**config.mk**
```make
export PLATFORM = sky130hd
export DESIGN_NAME = cfg_bitstream_loader
export DESIGN_NICKNAME = d
export VERILOG_FILES = /design/src/rtl/cfg_bitstream_loader.sv
export SDC_FILE = /design/constraint.sdc
export NUM_CORES = 1
export LEC_CHECK = 0
export ABC_AREA = 0
export CORE_MARGIN = 4
export CORE_UTILIZATION = 59
export DETAILED_ROUTE_END_ITERATION = 12
export MAX_ROUTING_LAYER = met4
export PLACE_DENSITY = 0.84
export REMOVE_ABC_BUFFERS = 1
export SLEW_MARGIN = 10
export SYNTH_ARGS = -nofsm -noshare
export SYNTH_HDL_FRONTEND = slang
export SYNTH_SLANG_ARGS = --single-unit
```
**constraint.sdc**
```tcl
create_clock -name clk -period 6.7 [get_ports clk]
set_clock_uncertainty 0.15 [all_clocks]
set_input_delay 0.67 -clock clk [delete_from_list [all_inputs] [get_ports clk]]
set_output_delay 0.67 -clock clk [all_outputs]
set_load 0.02 [all_outputs]
```
**src/rtl/cfg_bitstream_loader.sv**
```systemverilog
// rtl/cfg_bitstream_loader.sv - serial config loader: sync hunt, payload capture, even-parity commit
module cfg_bitstream_loader #(
    parameter logic [7:0] SYNC_WORD = 8'hA5,
    parameter int         CFG_WIDTH = 8,
    parameter int         TIMEOUT   = 16
) (
    input  logic                 clk,
    input  logic                 reset,
    input  logic                 start,
    input  logic                 bit_valid,
    input  logic                 bit_in,
    output logic                 bit_ready,
    output logic [CFG_WIDTH-1:0] bitfile,
    output logic                 cfg_done,
    output logic                 cfg_error,
    output logic                 busy,
    output logic [7:0]           load_count
);

    localparam int HW = $clog2(TIMEOUT + 1);
    localparam int BW = $clog2(CFG_WIDTH + 1);

    typedef enum logic [2:0] {IDLE, HUNT, LOAD, PARITY, ERROR} state_t;

    state_t               state, state_n;
    logic [7:0]           window, window_n, window_shift;
    logic [HW-1:0]        hunt_cnt, hunt_cnt_n;
    logic [BW-1:0]        bit_cnt, bit_cnt_n;
    logic [CFG_WIDTH-1:0] shadow, shadow_n;
    logic [CFG_WIDTH-1:0] bitfile_n;
    logic [7:0]           load_count_n;
    logic                 cfg_done_n;
    logic                 accept;

    always_ff @(posedge clk or negedge reset) begin
        if (!reset) begin
            state      <= IDLE;
            window     <= '0;
            hunt_cnt   <= '0;
            bit_cnt    <= '0;
            shadow     <= '0;
            bitfile    <= '0;
            cfg_done   <= 1'b0;
            load_count <= '0;
        end else begin
            state      <= state_n;
            window     <= window_n;
            hunt_cnt   <= hunt_cnt_n;
            bit_cnt    <= bit_cnt_n;
            shadow     <= shadow_n;
            bitfile    <= bitfile_n;
            cfg_done   <= cfg_done_n;
            load_count <= load_count_n;
        end
    end

    always_comb begin
        state_n      = state;
        window_n     = window;
        hunt_cnt_n   = hunt_cnt;
        bit_cnt_n    = bit_cnt;
        shadow_n     = shadow;
        bitfile_n    = bitfile;
        cfg_done_n   = 1'b0;
        load_count_n = load_count;
        bit_ready    = 1'b0;
        busy         = 1'b0;
        cfg_error    = 1'b0;

        case (state)
            IDLE:   bit_ready = 1'b1;
            HUNT,
            LOAD,
            PARITY: begin
                bit_ready = 1'b1;
                busy      = 1'b1;
            end
            ERROR: begin
                bit_ready = 1'b1;
                cfg_error = 1'b1;
            end
            default: ;
        endcase

        accept       = bit_valid && bit_ready;
        window_shift = {window[6:0], bit_in};

        // start beats any bit presented in the same cycle and restarts from a clean hunt
        if (start) begin
            state_n    = HUNT;
            window_n   = '0;
            hunt_cnt_n = '0;
            bit_cnt_n  = '0;
            shadow_n   = '0;
        end else if (accept) begin
            case (state)
                HUNT: begin
                    window_n   = window_shift;
                    hunt_cnt_n = hunt_cnt + 1'b1;
                    if (window_shift == SYNC_WORD) begin
                        state_n   = LOAD;
                        bit_cnt_n = '0;
                    end else if (hunt_cnt == HW'(TIMEOUT - 1)) begin
                        state_n = ERROR;
                    end
                end
                LOAD: begin
                    shadow_n  = {shadow[CFG_WIDTH-2:0], bit_in};
                    bit_cnt_n = bit_cnt + 1'b1;
                    if (bit_cnt == BW'(CFG_WIDTH - 1)) begin
                        state_n = PARITY;
                    end
                end
                PARITY: begin
                    if ((^shadow ^ bit_in) == 1'b0) begin
                        bitfile_n    = shadow;
                        cfg_done_n   = 1'b1;
                        load_count_n = load_count + 8'd1;
                        state_n      = IDLE;
                    end else begin
                        state_n = ERROR;
                    end
                end
                default: ;
            endcase
        end
    end

endmodule

```
==> flow_results.org <==
** Clock network
- Buffers inserted during clock tree synthesis total 5.
- Post-CTS clock slew at the launch and capture registers of the worst setup and hold paths :: 0.14 ns
- The clock net in this run drives a total of 44 sinks.
- Buffers inserted to repair hold after CTS numbered 0.
- Setup Fix Bufs, Post-CTS :: 0
- Buffer cell driving the clock tree root :: clkbuf_4
- The clock reaches the later pin of the worst-skew pair after 0.37 ns.
- Clock tree from TritonCTS :: yes
- Maximum buffer depth of the clock tree :: 2
- Post-CTS repair changed the size of 0 cells.
- Number of H-tree levels :: 2

** Yosys
- dfrtp_1 takes more of the synthesized area than any other cell.
- The synthesized netlist contains 39 unique library cells.
- Portion of the post-synthesis area used by sequential elements :: 52.8%
- Leading cell types by total area after synthesis :: dfrtp_1, mux2_2, nand2_1, a22o_1, xor2_1
- Mapped Avg Cell Area :: 11.5 sq um
- Counting flops with a built-in enable in the synthesized netlist gives 0.
- Synthesis produced a netlist whose cell count is 182.
- Synthesized flop and latch total :: 44
- Synthesized cell area :: 2090 sq um
- The Yosys step of the flow raised 0 warnings.
- Portion of synthesized cell area occupied by the leading cell type :: 52.8%
- In the synthesized netlist the async set-or-reset flop fraction comes to 100%.
- Dominant register cell in the synthesized netlist :: dfrtp_1

** Setup path
- Of all nets on the critical path, the largest fanout is 14.
- Length in cells of the worst reg-to-reg path :: 4
- Critical Path End :: bitfile[5]
- The critical path is of the in -> reg type.
- The startpoint identified for the worst register-to-register timing path is shadow[5].
- The worst register-to-register path has a setup slack of 4.19 ns.
- Type of element launching the critical path :: input port
- Data on the critical path is required at its endpoint by 6.82 ns.
- For the worst setup path, the data arrival time is 3.09 ns.
- The most critical setup path has its startpoint at bit_in.
- In this run the critical register-to-register path is captured at bitfile[5].
- STA classifies the critical path endpoint as a flip-flop.

** Timing
- RSZ-0062 raised after global routing :: no
- Maximum achievable frequency :: 0.337 GHz
- Final setup violating endpoints :: 0
- Hold Vio Cnt, Final :: 0
- Min setup slack post-route :: 3.73 ns
- Tightest Pin Transition :: 0.941 ns
- Setup total negative slack :: 0 ns
- Final Max Slew Viols :: 0
- Slew headroom :: 37.3%
- The worst path uses 44.3% of the clock period.
- Counting I/O delays and the setup requirement, the final critical path takes 2.97 ns.

** Final layout
- Final design utilization :: 72.2%
- The post-route netlist has 13.0% of its cells at a drive strength greater than 1.
- Area delta synth->final :: 16.4%
- Antenna Cells :: 0
- Finished layout cell area :: 2430 sq um
- At the end of the flow, the number of nets in the layout was 215.

** Routing
- Remaining antenna violation count after routing :: 0
- Across all layers, the routed design uses 1423 vias.
- For this block, the routed nets add up to 4130 um of wire.
- WL/cell :: 16.3 um
- Using the TritonRoute via totals, the vias-per-cell ratio works out to 5.62.
- For this block, the initial DRC count from the detailed router was 108.
- In the routed design, unresolved DRC markers number 0.
- Count of TritonRoute iterations in the first routing pass :: 4

** Worst hold path
- The tightest min-delay check is of the in -> async type.

** Placement
- OpenSTA, run right after detailed placement, puts the worst setup slack at 3.31 ns.
- Input and output buffers added on the ports amount to 24.
- In this run the cell area measured after placement is 2340 sq um.
- Detailed-placement wirelength estimate :: 2960 um
- The congestion estimate from routability-driven global placement came to 0.858.

** Power
- Static Leak :: 1.14 nW
- Maximum vdd ir drop :: 121 uV
- In this run the power density over the cells is 190 nW/um^2.

** Floorplan
- Floorplan row count :: 21
- The die covers 4550 sq um.
- For this configuration, the core starts out at a cell density of 62.0%.
- IO Count :: 25
- Core Region :: 3360 sq um
- The die is 67.5 um tall.
- Die W :: 67.5 um

** Global route
- The first global-routing pass estimated 7100 um of wire.
- Final global-route overflow total :: 0
- Global routing used 22.0% of the available tracks across all layers.
- Antenna violations before repair :: 0
- The number of global-route vias before repair is 1492.
- Entering global routing, the biggest net connects 45 pins.

** Status
- The flow ran to the end, and the final reports show no timing, DRC or antenna violations.

** Run
- Max-cap check violation count :: 0
[cell usage in the layout (no fill, tap or decap), types with 3 or more instances in the layout]
cell,instances
inv_1,3
clkdlybuf4s50_1,23
mux2_2,10
nand3_1,4
ha_1,4
clkbuf_4,5
a22o_1,8
dfrtp_1,44
o21ai_0,4
nor2_1,13
xor2_1,8
nor3_1,4
and2_1,3
nand2_1,27
xnor2_1,5
a21oi_1,10
[flip-flops by register name, indices dropped and copies added (netlist names)]
| register | cells |
|---|---|
| bit_cnt | 4 |
| bitfile | 8 |
| cfg_done | 1 |
| hunt_cnt | 5 |
| load_count | 8 |
| shadow | 8 |
| state | 3 |
| window | 7 |
[synthesized netlist by cell type (2+ instances only)]
master    count
nand4_4       2
xnor2_1       5
xor2_1        8
a22o_1        8
inv_1         3
nand3_1       4
dfrtp_1      44
a211oi_1      2
and2_1        3
a31oi_1       2
mux2_2       10
clkbuf_1      5
xnor2_2       2
or4bb_1       2
nor3_1        4
or4_1         2
nor2_1       13
o21ai_0       4
a21oi_1      10
nand2_1      27
ha_1          4
[final cells by class]
cell class	instances	area (sq um)
clock inverter	3	47.5
tap	46	57.6
multi-input combinational	128	938
inverter	3	11.3
fill	244	935
clock buffer	5	37.5
sequential	44	1100
timing repair buffer	24	235
[per-stage QoR]
step | power, mW | hold WS [ns] | instances
floorplan | 0.283 | 0.224 | 175
global placement | 0.294 | 0.334 | 245
detailed placement | 0.296 | 0.341 | 245
CTS | 0.462 | 0.306 | 253
global route | 0.479 | 0.350 | 253
finish | 0.462 | 0.279 | 253
[where the power goes]
group          internal (mW)  leakage (nW)  switching, mW
clock                 0.0798        0.0454         0.0920
sequential             0.268         0.607        0.00177
combinational        0.00624         0.487         0.0145
total                  0.354          1.14          0.108
[metal layers]
metal	wire (um)	GRT usage [%]	vias to the layer above
li1	-	-	686
met4	81	9.62	0
met5	0	-	-
met2	2190	34.8	22
met1	1770	27.8	707
met3	96	3.99	8
[critical path: stages]
cell and delay, ns:
clkdlybuf4s50_1 0.55, xor3_2 0.50, or4_1 0.46, mux2i_4 0.50
mux2_2 0.41
[worst min-delay path by stage]
stage | startpoint | to | slack (ns) | depth (start not counted)
floorplan | reset | bit_cnt[0] | 0.22 | 0
global placement | load_count[4] | load_count[4] | 0.33 | 1
detailed placement | load_count[7] | load_count[7] | 0.34 | 1
CTS | reset | bitfile[6] | 0.31 | 1
global route | reset | shadow[5] | 0.35 | 1
finish | reset | hunt_cnt[4] | 0.28 | 1
[logic make-up (layout without fill, tap and decap cells)]
| logic type | after synthesis | count (layout) | share of synthesized area (%) |
|---|---|---|---|
| xor gates and xnor gates | 17 | 17 | 9.30 |
| DFF | 44 | 44 | 52.8 |
| muxes | 11 | 11 | 6.48 |
| AOI/OAI and AO/OA | 29 | 29 | 9.18 |
| adders and majority gates | 4 | 4 | 2.40 |
| and+or+nand+nor | 67 | 67 | 17.6 |
| buffers and inverters | 10 | 35 | 2.22 |
Power figures use the tool's default switching activity.
